==> config.mk <==
export PLATFORM = sky130hd
export DESIGN_NAME = pdl_port_arbiter
export DESIGN_NICKNAME = d
export VERILOG_FILES = /design/src/rtl/pdl_arb_pkg.sv /design/src/rtl/pdl_rd_tag_pipe.sv /design/src/rtl/pdl_port_arbiter.sv
export SDC_FILE = /design/constraint.sdc
export NUM_CORES = 1
export LEC_CHECK = 0
export BUFFER_PORTS_ARGS = -buffer_cell sky130_fd_sc_hd__buf_2
export CAP_MARGIN = 0
export CORE_ASPECT_RATIO = 0.5
export CORE_MARGIN = 2
export CORE_UTILIZATION = 40
export CTS_CLUSTER_SIZE = 10
export DETAILED_ROUTE_END_ITERATION = 10
export PLACE_DENSITY = 0.83
export SYNTH_ARGS = -nofsm -noshare
export SYNTH_HDL_FRONTEND = slang
export SYNTH_SLANG_ARGS = --single-unit
==> constraint.sdc <==
create_clock -name clk -period 1.6 [get_ports clk]
set_input_delay 0.32 -clock clk [delete_from_list [all_inputs] [get_ports clk]]
set_output_delay 0.32 -clock clk [all_outputs]
set_load 0.02 [all_outputs]
==> src/rtl/pdl_arb_pkg.sv <==
// rtl/pdl_arb_pkg.sv - shared types and defaults for the PDL port arbiter
package pdl_arb_pkg;

    localparam int DEF_ADDR_WIDTH = 10;
    localparam int DEF_DATA_WIDTH = 32;
    localparam int WAIT_W         = 4;

    typedef enum logic [1:0] {
        TAG_NONE = 2'd0,
        TAG_CPU  = 2'd1,
        TAG_HOST = 2'd2
    } tag_t;

endpackage

==> src/rtl/pdl_rd_tag_pipe.sv <==
// rtl/pdl_rd_tag_pipe.sv - shift register tracking the owner of each in-flight RAM read
module pdl_rd_tag_pipe
    import pdl_arb_pkg::*;
#(
    parameter int RD_LATENCY = 2
) (
    input  logic clk,
    input  logic reset,
    input  tag_t push_tag,
    output tag_t pop_tag
);

    tag_t stage [RD_LATENCY];

    always_ff @(posedge clk) begin
        if (reset) begin
            for (int i = 0; i < RD_LATENCY; i++) begin
                stage[i] <= TAG_NONE;
            end
        end else begin
            stage[0] <= push_tag;
            for (int i = 1; i < RD_LATENCY; i++) begin
                stage[i] <= stage[i-1];
            end
        end
    end

    assign pop_tag = stage[RD_LATENCY-1];

endmodule

==> src/rtl/pdl_port_arbiter.sv <==
// rtl/pdl_port_arbiter.sv - CPU/HOST arbiter for one port of the PDL RAM with read-return routing
module pdl_port_arbiter
    import pdl_arb_pkg::*;
#(
    parameter int ADDR_WIDTH    = DEF_ADDR_WIDTH,
    parameter int DATA_WIDTH    = DEF_DATA_WIDTH,
    parameter int RD_LATENCY    = 2,
    parameter int HOST_MAX_WAIT = 4
) (
    input  logic                  clk,
    input  logic                  reset,
    input  logic                  cpu_req,
    input  logic                  cpu_we,
    input  logic [ADDR_WIDTH-1:0] cpu_addr,
    input  logic [DATA_WIDTH-1:0] cpu_wdata,
    output logic                  cpu_ack,
    output logic                  cpu_rvalid,
    output logic [DATA_WIDTH-1:0] cpu_rdata,
    input  logic                  host_req,
    input  logic                  host_we,
    input  logic [ADDR_WIDTH-1:0] host_addr,
    input  logic [DATA_WIDTH-1:0] host_wdata,
    output logic                  host_ack,
    output logic                  host_rvalid,
    output logic [DATA_WIDTH-1:0] host_rdata,
    output logic [ADDR_WIDTH-1:0] ram_addr,
    output logic [DATA_WIDTH-1:0] ram_wdata,
    output logic                  ram_wren,
    output logic                  ram_rden,
    input  logic [DATA_WIDTH-1:0] ram_q
);

    logic              force_host;
    logic              cpu_grant;
    logic              host_grant;
    logic [WAIT_W-1:0] wait_cnt;
    tag_t              cmd_tag;
    tag_t              push_tag;
    tag_t              pop_tag;
    logic [DATA_WIDTH-1:0] cpu_rdata_q;
    logic [DATA_WIDTH-1:0] host_rdata_q;

    // Grants are suppressed during reset so nothing is captured in that cycle.
    always_comb begin
        force_host = (wait_cnt == WAIT_W'(HOST_MAX_WAIT));
        host_grant = !reset && host_req && (!cpu_req || force_host);
        cpu_grant  = !reset && cpu_req && !host_grant;
    end

    assign cpu_ack  = cpu_grant;
    assign host_ack = host_grant;

    always_ff @(posedge clk) begin
        if (reset) begin
            ram_addr  <= '0;
            ram_wdata <= '0;
            ram_wren  <= 1'b0;
            ram_rden  <= 1'b0;
            cmd_tag   <= TAG_NONE;
        end else begin
            ram_wren <= 1'b0;
            ram_rden <= 1'b0;
            cmd_tag  <= TAG_NONE;
            if (cpu_grant) begin
                ram_addr  <= cpu_addr;
                ram_wdata <= cpu_wdata;
                ram_wren  <= cpu_we;
                ram_rden  <= !cpu_we;
                cmd_tag   <= TAG_CPU;
            end else if (host_grant) begin
                ram_addr  <= host_addr;
                ram_wdata <= host_wdata;
                ram_wren  <= host_we;
                ram_rden  <= !host_we;
                cmd_tag   <= TAG_HOST;
            end
        end
    end

    // Saturating count of consecutive denied HOST cycles.
    always_ff @(posedge clk) begin
        if (reset || !host_req || host_ack) begin
            wait_cnt <= '0;
        end else if (wait_cnt != WAIT_W'(HOST_MAX_WAIT) && wait_cnt != '1) begin
            wait_cnt <= wait_cnt + 1'b1;
        end
    end

    assign push_tag = ram_rden ? cmd_tag : TAG_NONE;

    pdl_rd_tag_pipe #(
        .RD_LATENCY (RD_LATENCY)
    ) u_tag_pipe (
        .clk      (clk),
        .reset    (reset),
        .push_tag (push_tag),
        .pop_tag  (pop_tag)
    );

    // rvalid lines up with ram_q; the registered copy keeps rdata stable between pulses.
    assign cpu_rvalid  = !reset && (pop_tag == TAG_CPU);
    assign host_rvalid = !reset && (pop_tag == TAG_HOST);
    assign cpu_rdata   = cpu_rvalid  ? ram_q : cpu_rdata_q;
    assign host_rdata  = host_rvalid ? ram_q : host_rdata_q;

    always_ff @(posedge clk) begin
        if (reset) begin
            cpu_rdata_q  <= '0;
            host_rdata_q <= '0;
        end else begin
            if (cpu_rvalid) begin
                cpu_rdata_q <= ram_q;
            end
            if (host_rvalid) begin
                host_rdata_q <= ram_q;
            end
        end
    end

endmodule

[After elaboration in Yosys (flattened, before gate mapping)]
Memories as Yosys holds them, arrays and structs flattened.
Cells that the tools add are included.
Word-level totals
  memories: 1
  register bits after elaboration: 114
  word-level logic and storage cells: 54
  input port bits: 122
  bits in writable memories: 4
  output and inout bits: 112
Cells by class
  bitwise logic cells: 2
  add/sub/neg operators: 1
  reduce and logical (&&, ||, !) cells: 18
  equality and inequality tests: 5
  muxes and demuxes: 18
Memories
  u_tag_pipe.stage: words 2, width 2, read ports 2, clocked after memory_dff 0, wr ports 2, RTL line pdl_rd_tag_pipe.sv:13  | tag_t stage [RD_LATENCY];
Operators by type and width (number)
  32-bit 2-to-1 mux: 4
  10-bit 2-to-1 mux: 2
  1-bit 2-to-1 mux: 8
  2-bit 2-to-1 mux: 4
  1-bit logical AND: 7
  1-bit logical NOT: 6
  4-bit by 1-bit adder with 4-bit output (second input constant): 1
  4-bit by 3-bit equality test with 1-bit output (second input constant): 1
  4-bit by 3-bit inequality test with 1-bit output (second input constant): 1
  4-bit inequality test (second input constant): 1
  1-bit logical OR: 3
  2-bit by 1-bit equality test with 1-bit output (second input constant): 1
  2-bit equality test (second input constant): 1
  1-bit bitwise OR: 2
  2-bit nonzero test: 1
  2-bit OR reduction: 1

[Depth between registers and ports, before layout]
  depth after elaboration: 6
  mapped depth: 7
  depth with buffers taken out: 5

[By module]
From an unflattened synthesis, not the netlist that was laid out.
Unflattened totals
  cells, all modules: 512
  area, all modules: 5111.2 um^2
By module, submodules not included
  pdl_port_arbiter: area each 4991.0 um^2, cells an instance 502, seq. area each 2282.2 um^2, times used 1
  pdl_rd_tag_pipe: area each 120.1 um^2, cells an instance 10, seq. area each 80.1 um^2, times used 1

[Least setup slack after synthesis]
OpenSTA, ideal clock, no wires.
  kind: reg-to-output
  start: reg wait_cnt[0]
  end: out host_ack
  setup slack: -149 ps
  required time: 1280 ps
  cell stages (with the launch flop): 5
  arrival: 1429 ps
  buffers on the path: 0
  path through: dfxtp_1 inv_1 ha_1 nand3b_1 a211oi_1
Between the ends
  longest elaborated chain between the ends: 3
RTL lines
  start: declaration: RTL line pdl_port_arbiter.sv:36  | logic [WAIT_W-1:0] wait_cnt;
  start signal: assignment: RTL line pdl_port_arbiter.sv:85  | wait_cnt <= wait_cnt + 1'b1;
  4-bit by 3-bit equality test with 1-bit output: RTL line pdl_port_arbiter.sv:45  | force_host = (wait_cnt == WAIT_W'(HOST_MAX_WAIT));
  1-bit logical OR: RTL line pdl_port_arbiter.sv:46  | host_grant = !reset && host_req && (!cpu_req || force_host);
  1-bit logical AND: RTL line pdl_port_arbiter.sv:46
  end: declaration: RTL line pdl_port_arbiter.sv:23  | output logic host_ack,
No other way between the ends.

==> impl_metrics.json <==
{
  "arrival_ns": 1.77,
  "status": "complete, but fails checks",
  "worstPathCellList": "nor3b_4 -> buf_6 -> clkbuf_16 -> mux2_4 -> buf_6",
  "finalNetCount": 884,
  "rsz0062_at_grt": "yes",
  "p_per_area_mw_per_mm2": 852.7,
  "wl_mm": 17.83,
  "crit_required_ns": 1.28,
  "numCtsBuffers": 17,
  "die-area_mm2": 0.01437,
  "numPortBuffers": 233,
  "drc": 0,
  "grt_pass1_wl_mm": 23.45,
  "synthDistinctLibCells": 35,
  "worst-slew-pin-transition_ns": 0.5431,
  "ctsHoldBuffers": 0,
  "antenna_found_initial": 1,
  "syn_area_mm2": 0.005350,
  "start_kind": "register",
  "yosysTopAreaCell": "dfxtp_1",
  "dr.pass1.iters": 5,
  "synth-seq-cells": 118,
  "crit_top_cell": "buf_6",
  "synth_area_per_cell_um2": 10.51,
  "cts_root_buf": "clkbuf_16",
  "synthArstFlopShare": 0,
  "vdd_drop_max_v": 0.0006806,
  "path_class": "register to primary output",
  "layout-drive-gt1-share": 0.5870,
  "cts_buffer_depth": 2,
  "cts.sinks": 118,
  "path_clk_slew_ns": 0.05,
  "worstPathMaxFanout": 5,
  "dp_slack_ns": -0.2223,
  "skew_ns": 0.007389,
  "num-fill-cells": 920,
  "drt_iter0_markers": 231,
  "cap_viol_max_count": 0,
  "crit_slowest_cell": "dfxtp_2",
  "die_y_um": 85.78,
  "initial_core_util": 0.4165,
  "syn_inst": 509,
  "synth_top_cells_by_count": "118 x dfxtp_1, 56 x and2b_1, 45 x nor2_1",
  "synth_area_leaders": "dfxtp_1 44%, mux2_4 11%, and2b_1 7.9%",
  "cts_max_level": 4,
  "boundaryPins": 234,
  "ant_nets": 0,
  "synthFlopType": "dfxtp_1",
  "endpoint_kind": "primary output",
  "reg2reg_depth": 7,
  "clock_latency_ns": 0.39,
  "core_area_mm2": 0.01284,
  "critPathMaxStageDelay_ns": 0.35,
  "final-setup-viol-count": 108,
  "period_needed_ns": 2.087,
  "min_path_type": "primary input to register",
  "leakage_nw": 3.923,
  "fin_util": 0.6745,
  "maxSlewViolCount": 0,
  "hpwl_mm": 9.689,
  "seq_area_frac_synth": 0.4415,
  "fp-row-count": 29,
  "synth_edf_count": 0,
  "timing.final.crit_share": 1.304,
  "routabilityCongestion": 0.7715,
  "synth_nets": 633,
  "final_cell_count_no_fill": 941,
  "grt-ovfl-total": 0,
  "cts_tree": "built",
  "dp.cells": 882,
  "track_usage": 0.2021,
  "wire_per_inst_um": 18.95,
  "hold_viol_final": 0,
  "yosysWarnings": 0,
  "grt_pass1_vias": 4860,
  "hold_depth": 3,
  "slew_headroom": 0.6379,
  "fin_ws_ns": -0.4870,
  "max_freq_mhz": 479.2,
  "vias": 5017,
  "chipWidth_um": 167.6,
  "failed_checks": "negative setup slack",
  "detail_route.vias_per_cell": 5.332,
  "synth_top_area_share": 0.4415,
  "post-synth-top-count-cell": "dfxtp_1",
  "grt_max_degree": 127,
  "area_growth_pct": 61.93
}
## routing by layer
metal / part of all wire / GRT usage / routed length [um]
met2: 0.53 / 0.3697 / 9374
met5: 0 / 0 / 0
met1: 0.40 / 0.2273 / 7186
met4: 0.024 / 0.09486 / 422
met3: 0.048 / 0.04707 / 850
## stage by stage
step | total power (W) | TNS (ns) | hold slack [ns] | instance area [um^2]
after floorplan | 0.003593 | -3.590 | 0.4138 | 5369
after global placement | 0.003931 | -12.44 | 0.4251 | 6755
after detailed placement | 0.003949 | -14.83 | 0.4223 | 6755
after CTS | 0.007309 | -31.71 | 0.1611 | 7657
after global routing | 0.007673 | -40.22 | 0.1780 | 8661
final | 0.007388 | -31.62 | 0.1880 | 8663
## power breakdown
part	switching [W]	internal (W)
Combinational	0.000549	0.000421
Clock	0.00123	0.00210
Sequential	0.0000475	0.00304
## repair_timing
item                       CTS  global route
pin swaps                    5            72
gates cloned                 3            13
setup buffers               10             7
resized for setup           72           189
setup endpoints to repair   71           111
## flip-flops by register name (all words and copies together) (netlist names)
| register | count |
|---|---|
| cmd_tag | 2 |
| ram_addr | 10 |
| ram_wren | 1 |
| u_tag_pipe.stage | 4 |
| ram_wdata | 32 |
| host_rdata_q | 32 |
| wait_cnt | 4 |
| cpu_rdata_q | 32 |
| ram_rden | 1 |
## final cells by class
type | count | area, um^2 | share of cell area
Timing Repair Buffer | 285 | 2357 | 0.2721
Antenna cell | 1 | 2.502 | 0.0002889
Clock inverter | 5 | 25.02 | 0.002889
Multi-Input combinational cell | 334 | 3191 | 0.3683
Clock buffer | 24 | 491.7 | 0.05676
Sequential cell | 118 | 2369 | 0.2734
Tap cell | 170 | 212.7 | 0.02455
Inverter | 4 | 15.01 | 0.001733
## cells in the final DEF (no fill, tap or decap), types with 3 or more instances in the layout
cell,n
o21ai_2,8
nor3_1,3
nor2_1,44
a311oi_2,39
dfxtp_2,5
mux2_4,64
a211oi_2,9
and2b_1,56
buf_4,15
nor2b_1,10
o21ai_4,3
clkbuf_1,3
clkinv_2,5
buf_6,68
o21ai_1,16
buf_16,3
a21oi_1,3
buf_8,4
a211oi_1,35
buf_2,174
o21ai_0,17
clkbuf_16,26
clkbuf_8,4
dfxtp_1,113
buf_12,12
## worst paths after layout
path | start | slack, ns | end
worst max-delay path | u_tag_pipe.stage[0][2]$_SDFF_PP0_ | -0.49 | cpu_rdata[28]
worst min-delay path | host_wdata[22] | 0.19 | ram_wdata[22]$_SDFFE_PP0P_
worst max register to register | wait_cnt[0]$_SDFFE_PP0P_ | -0.11 | ram_wdata[8]$_SDFFE_PP0P_
worst min register to register | u_tag_pipe.stage[0][1]$_SDFF_PP0_ | 0.43 | u_tag_pipe.stage[0][3]$_SDFF_PP0_
## critical path: cells and delay by family (launching register included)
family,cells,cell delay (ns)
muxes,1,0.31
DFF,1,0.35
buffers and inverters,3,0.50
and+or+nand+nor,1,0.23
## cells by family (layout without fill, tap and decap cells)
| kind of cell | after synthesis | count (layout) | synth area share |
|---|---|---|---|
| adders and majority gates | 2 | 2 | 0.004677 |
| AOI/OAI and AO/OA | 137 | 137 | 0.1805 |
| DFF | 118 | 118 | 0.4415 |
| other | 0 | 1 | 0 |
| buffers and inverters | 57 | 318 | 0.05542 |
| muxes | 66 | 66 | 0.1667 |
| and+or+nand+nor | 129 | 129 | 0.1511 |
(Power assumes the default switching activity.)
